[src/rtl/aliens_io_regs.sv]
// Aliens I/O register window: player/DIP reads, control latch, sound command latch with
// held IRQ, and watchdog. Define WATCHDOG_EN to build the watchdog counter.
module aliens_io_regs #(
   parameter int unsigned WDT_CYCLES = 1200000,
   parameter int unsigned WDT_PULSE  = 16
) (
   input  logic       CLK12,
   input  logic       RSTn,
   input  logic       IOCS,
   input  logic       RWb,
   input  logic [4:0] ADDR,
   input  logic [7:0] DIN,
   output logic [7:0] DOUT,
   output logic       DOE,
   input  logic [7:0] P1,
   input  logic [7:0] P2,
   input  logic [7:0] DSW1,
   input  logic [7:0] DSW2,
   input  logic [7:0] DSW3,
   input  logic       SND_ACK,
   output logic       COIN1,
   output logic       COIN2,
   output logic       RMRD,
   output logic       INIT,
   output logic [7:0] SND_LATCH,
   output logic       SND_IRQ,
   output logic       WDT_RSTn
);

   logic       rd, wr;
   logic       wr_q, wr_prev;
   logic [4:0] addr_q;
   logic [7:0] din_q;
   logic [7:0] rd_data;
   logic       commit, commit_ctrl, commit_snd;
   logic       ack_s1, ack_s2, ack_d, ack_edge;

   assign rd = ~IOCS & RWb;
   assign wr = ~IOCS & ~RWb;

   always_comb begin
      rd_data = 8'hFF;
      case (ADDR)
         5'h00:   rd_data = DSW3;
         5'h01:   rd_data = P1;
         5'h02:   rd_data = P2;
         5'h03:   rd_data = DSW2;
         5'h04:   rd_data = DSW1;
         default: rd_data = 8'hFF;
      endcase
   end

   // DOE is the registered read qualifier itself; DOUT only moves on a read.
   always_ff @(posedge CLK12 or negedge RSTn) begin
      if (!RSTn) begin
         wr_q    <= 1'b0;
         wr_prev <= 1'b0;
         addr_q  <= '0;
         din_q   <= '0;
         DOE     <= 1'b0;
         DOUT    <= '1;
      end else begin
         wr_q    <= wr;
         wr_prev <= wr_q;
         addr_q  <= ADDR;
         din_q   <= DIN;
         DOE     <= rd;
         if (rd) DOUT <= rd_data;
      end
   end

   assign commit      = wr_q & ~wr_prev;
   assign commit_ctrl = commit && (addr_q == 5'h08);
   assign commit_snd  = commit && (addr_q == 5'h0C);

   always_ff @(posedge CLK12 or negedge RSTn) begin
      if (!RSTn) begin
         COIN1 <= 1'b0;
         COIN2 <= 1'b0;
         RMRD  <= 1'b0;
         INIT  <= 1'b0;
      end else if (commit_ctrl) begin
         COIN1 <= din_q[0];
         COIN2 <= din_q[1];
         RMRD  <= din_q[5];
         INIT  <= din_q[6];
      end
   end

   always_ff @(posedge CLK12 or negedge RSTn) begin
      if (!RSTn) begin
         ack_s1 <= 1'b0;
         ack_s2 <= 1'b0;
         ack_d  <= 1'b0;
      end else begin
         ack_s1 <= SND_ACK;
         ack_s2 <= ack_s1;
         ack_d  <= ack_s2;
      end
   end

   assign ack_edge = ack_s2 & ~ack_d;

   // A latch write landing on the ack edge must keep the IRQ raised.
   always_ff @(posedge CLK12 or negedge RSTn) begin
      if (!RSTn) begin
         SND_LATCH <= '0;
         SND_IRQ   <= 1'b0;
      end else if (commit_snd) begin
         SND_LATCH <= din_q;
         SND_IRQ   <= 1'b1;
      end else if (ack_edge) begin
         SND_IRQ   <= 1'b0;
      end
   end

`ifdef WATCHDOG_EN
   localparam int unsigned CW = (WDT_CYCLES > 1) ? $clog2(WDT_CYCLES) : 1;
   localparam int unsigned PW = $clog2(WDT_PULSE + 1);

   typedef enum logic {WD_COUNT, WD_PULSE} wd_state_t;

   wd_state_t      wd_state;
   logic [CW-1:0]  wd_cnt;
   logic [PW-1:0]  wd_pcnt;

   // Control writes are ignored while pulsing so the pulse always runs full length.
   always_ff @(posedge CLK12 or negedge RSTn) begin
      if (!RSTn) begin
         wd_state <= WD_COUNT;
         wd_cnt   <= '0;
         wd_pcnt  <= '0;
         WDT_RSTn <= 1'b1;
      end else begin
         case (wd_state)
            WD_COUNT: begin
               if (commit_ctrl) begin
                  wd_cnt <= '0;
               end else if (wd_cnt == CW'(WDT_CYCLES - 1)) begin
                  wd_state <= WD_PULSE;
                  wd_pcnt  <= '0;
                  WDT_RSTn <= 1'b0;
               end else begin
                  wd_cnt <= wd_cnt + CW'(1);
               end
            end
            WD_PULSE: begin
               if (wd_pcnt == PW'(WDT_PULSE - 1)) begin
                  wd_state <= WD_COUNT;
                  wd_cnt   <= '0;
                  WDT_RSTn <= 1'b1;
               end else begin
                  wd_pcnt <= wd_pcnt + PW'(1);
               end
            end
         endcase
      end
   end
`else
   assign WDT_RSTn = 1'b1;
`endif

endmodule

[config.mk]
export PLATFORM = sky130hd
export DESIGN_NAME = aliens_io_regs
export DESIGN_NICKNAME = d
export VERILOG_FILES = /design/src/rtl/aliens_io_regs.sv
export SDC_FILE = /design/constraint.sdc
export NUM_CORES = 1
export LEC_CHECK = 0
export CORE_MARGIN = 3
export CORE_UTILIZATION = 40
export DETAILED_ROUTE_END_ITERATION = 12
export PLACE_DENSITY = 0.79
export SLEW_MARGIN = 5
export SYNTH_ARGS = -nofsm -noshare
export SYNTH_HDL_FRONTEND = slang
export SYNTH_SLANG_ARGS = --single-unit
[constraint.sdc]
create_clock -name CLK12 -period 3.2 [get_ports CLK12]
set_clock_uncertainty 0.1 [all_clocks]
set_input_delay 0.96 -clock CLK12 [delete_from_list [all_inputs] [get_ports CLK12]]
set_output_delay 0.96 -clock CLK12 [all_outputs]
set_load 0.01 [all_outputs]
==> qor_table.md <==
| Parameter | This run |
|---|---|
| Outcome | complete, no violations |
| Final Max Slew Viols | 0 |
| Slew @ Worst Pin | 0.844 ns |
| Clock slew at reported path FFs | 0.07 ns |
| Post-CTS Repair Setup Buffers | 0 |
| Die Area | 0.00508 mm² |
| DIE HEIGHT | 71.2 µm |
| Count of clock tree sinks | 40 |
| Remaining global-route overflow | 0 |
| Sequential cell area fraction in the yosys report | 0.594 |
| DP Wirelength | 2.97 mm |
| Routed vias | 1267 |
| End of the worst register-to-register path | SND_LATCH[7] |
| # DRC | 0 |
| Worst supply voltage drop on vdd | 217 µV |
| Maximum number of pins on one net before global-route repair | 41 |
| Critical Path, Cell by Cell | clkdlybuf4s50_1 > or4b_1 > o22ai_1 > o22a_1 |
| Clock buffers created by TritonCTS | 5 |
| Setup slack after placement | 0.367 ns |
| First-pass GRT wire length | 6.49 mm |
| Post-CTS Resized | 0 |
| Slew HR | 0.437 |
| P_leak | 1.11 nW |
| Cell types occupying the most area after synthesis | dfrtp_1 (47%), dfstp_2 (12%), mux2i_1 (9.4%) |
| Clock tree from TritonCTS | built |
| Distinct cells, synth | 25 |
| CP Launch Point | ADDR[1] |
| Aggregate negative setup slack | 0 ns |
| Setup repair after global routing missed its margin | no |
| Row cnt | 23 |
| Placed standard-cell area | 0.00248 mm² |
| Initial antenna violation count | 0 |
| Effective utilization at floorplan | 0.420 |
| H-tree levels | 2 |
| Worst-case reg-to-reg path depth | 3 |
| Post-synthesis instance total | 121 |
| Class of the worst hold path | register to register |
| F_max | 392 MHz |
| DRC violation total after the first TritonRoute iteration | 84 |
| Antenna diode count | 0 |
| Final-report setup violation count | 0 |
| Most numerous cell in the Yosys netlist | dfrtp_1 |
| Share of the clock period used by the worst path after layout | 0.796 |
| Clk root buf | clkbuf_8 |
| Setup slack of the most critical reg-to-reg path | 1.48 ns |
| Top Ports | 81 |
| Clock buffer depth | 2 |
| Synthesized cell area | 0.00170 mm² |
| Type of element capturing the critical path | register |
| Area added between synthesis and finish | 53.3% |
| Antenna Nets Post-Route | 0 |
| Overall track demand over capacity in global routing | 0.165 |
| Warnings, synthesis | 0 |
| Total iterations of the first detailed-routing run | 4 |
| Largest fanout on the critical path | 11 |
| Power density relative to cell area | 477 mW/mm² |
| Mapped Nets | 179 |
| Gp weighted congestion | 0.823 |
| Final Hold Fails | 0 |
| Nets | 257 |
| Worst Slack Setup Final | 0.652 ns |
| Count of flip-flops with a built-in enable after synthesis | 0 |
| Layout cells sized above 1 | 0.126 |
| Flip-flop cell with the highest count after synthesis | dfrtp_1 |
| Critical Path Max Stage Delay | 0.68 ns |
| Setup crit end | DOUT[5] |
| Clock network latency to the later pin of the worst-skew pair | 0.28 ns |
| Total length of routed wires | 3.81 mm |
| Flop and latch count out of synthesis | 40 |
| Count of max-cap constraint violations | 0 |
| Reg2Reg Launch Point | wr_prev |
| Hold-fix buffers at CTS | 0 |
| Fraction of synthesized cell area taken by the top area cell type | 0.470 |
| Wire length per cell | 15.3 µm |
| Port-buffer cells | 79 |
| Post-layout min period | 2.55 ns |
| Final instance area | 0.00261 mm² |
| Classification of the worst setup path | input port to register |
| Fraction of registers with async set/reset | 1.00 |
| Ratio of routed vias to standard cells | 5.09 |
| Worst setup SP type | input port |
| Utilization of the core after routing | 0.644 |
| Via count of the first global-routing pass | 1390 |
| Average size of a mapped cell | 14.1 µm² |
| Fillers | 310 |
| Data arrival time of the critical path | 2.67 ns |
| Top cells by instance count after synthesis | dfrtp_1 (32), mux2i_1 (16), mux2_1 (10), nand2_1 (9) |
| Core outline area | 0.00406 mm² |
| Crit path max-delay cell type | clkdlybuf4s50_1 |
| Required time reported for the critical path endpoint | 3.33 ns |
| Die width | 71.2 µm |
| Library cell occupying the most area in the post-synthesis netlist | dfrtp_1 |
worst min path at each step:
stage | from | to | cells past startpoint
6_report | ack_s1 | ack_s2 | 0
5_1_grt | ack_s1 | ack_s2 | 0
4_1_cts | ack_s1 | ack_s2 | 0
3_5_place_dp | ack_s1 | ack_s2 | 0
3_3_place_gp | ack_s1 | ack_s2 | 0
2_1_floorplan | ack_s1 | ack_s2 | 0
placed cells by master (no fill, tap or decap), types with 2 or more instances in the layout:
cell and count:
dfrtp_1 32, mux2i_1 16, mux2_2 2, o22a_1 8
dfstp_2 8, nor4b_2 2, mux2_1 10, clkbuf_8 5
bufinv_16 2, clkdlybuf4s50_1 78, o22ai_1 7, o31ai_1 8
nand2_1 9
power by group:
part           total, W  switching (W)  leakage, nW  internal [W]
combinational  0.000213      0.0000752        0.566      0.000138
clock          0.000463       0.000156       0.0642      0.000307
sequential     0.000570      0.0000199        0.485      0.000550
critical path, delay by kind of cell:
family / cells / cell delay, ns
compound gates: 2 / 0.38
simple gates: 1 / 0.64
buf+inv: 1 / 0.68
sequential cells by signal, indices dropped and copies added, names as in the netlist:
name       flops
COIN1          1
COIN2          1
DOE            1
DOUT           8
INIT           1
RMRD           1
SND_IRQ        1
SND_LATCH      8
ack_d          1
ack_s1         1
ack_s2         1
addr_q         5
din_q          8
wr_prev        1
wr_q           1
per-layer routing:
| layer | track usage | share of wire |
|---|---|---|
| met3 | 0.0435 | 0.063 |
| met5 | 0 | 0 |
| met1 | 0.200 | 0.41 |
| met2 | 0.280 | 0.51 |
| met4 | 0.0668 | 0.0089 |
final cells by class:
class / count / area [µm²] / share of cell area
clock inverters: 2 / 60.1 / 0.0230
inverters: 1 / 3.75 / 0.00144
multi-input cells: 71 / 612 / 0.234
clock buffers: 5 / 68.8 / 0.0264
well taps: 50 / 62.6 / 0.0240
flip-flops and latches: 40 / 1010 / 0.387
repair buffers: 80 / 793 / 0.304
per-stage QoR:
stage	hold slack, ns	power (W)	std cells
final	0.254	0.00125	249
after global placement	0.234	0.000788	242
after global routing	0.271	0.00130	249
after floorplan	0.231	0.000651	121
after CTS	0.258	0.00126	249
after detailed placement	0.242	0.000794	242
kinds of logic after synthesis:
kind of cell | synth area share
DFF | 0.594
muxes | 0.173
AOI/OAI and AO/OA | 0.112
and+or+nand+nor | 0.0713
buffers and inverters | 0.0470
other | 0.00220
No activity file was read; power rests on OpenSTA's default activity.
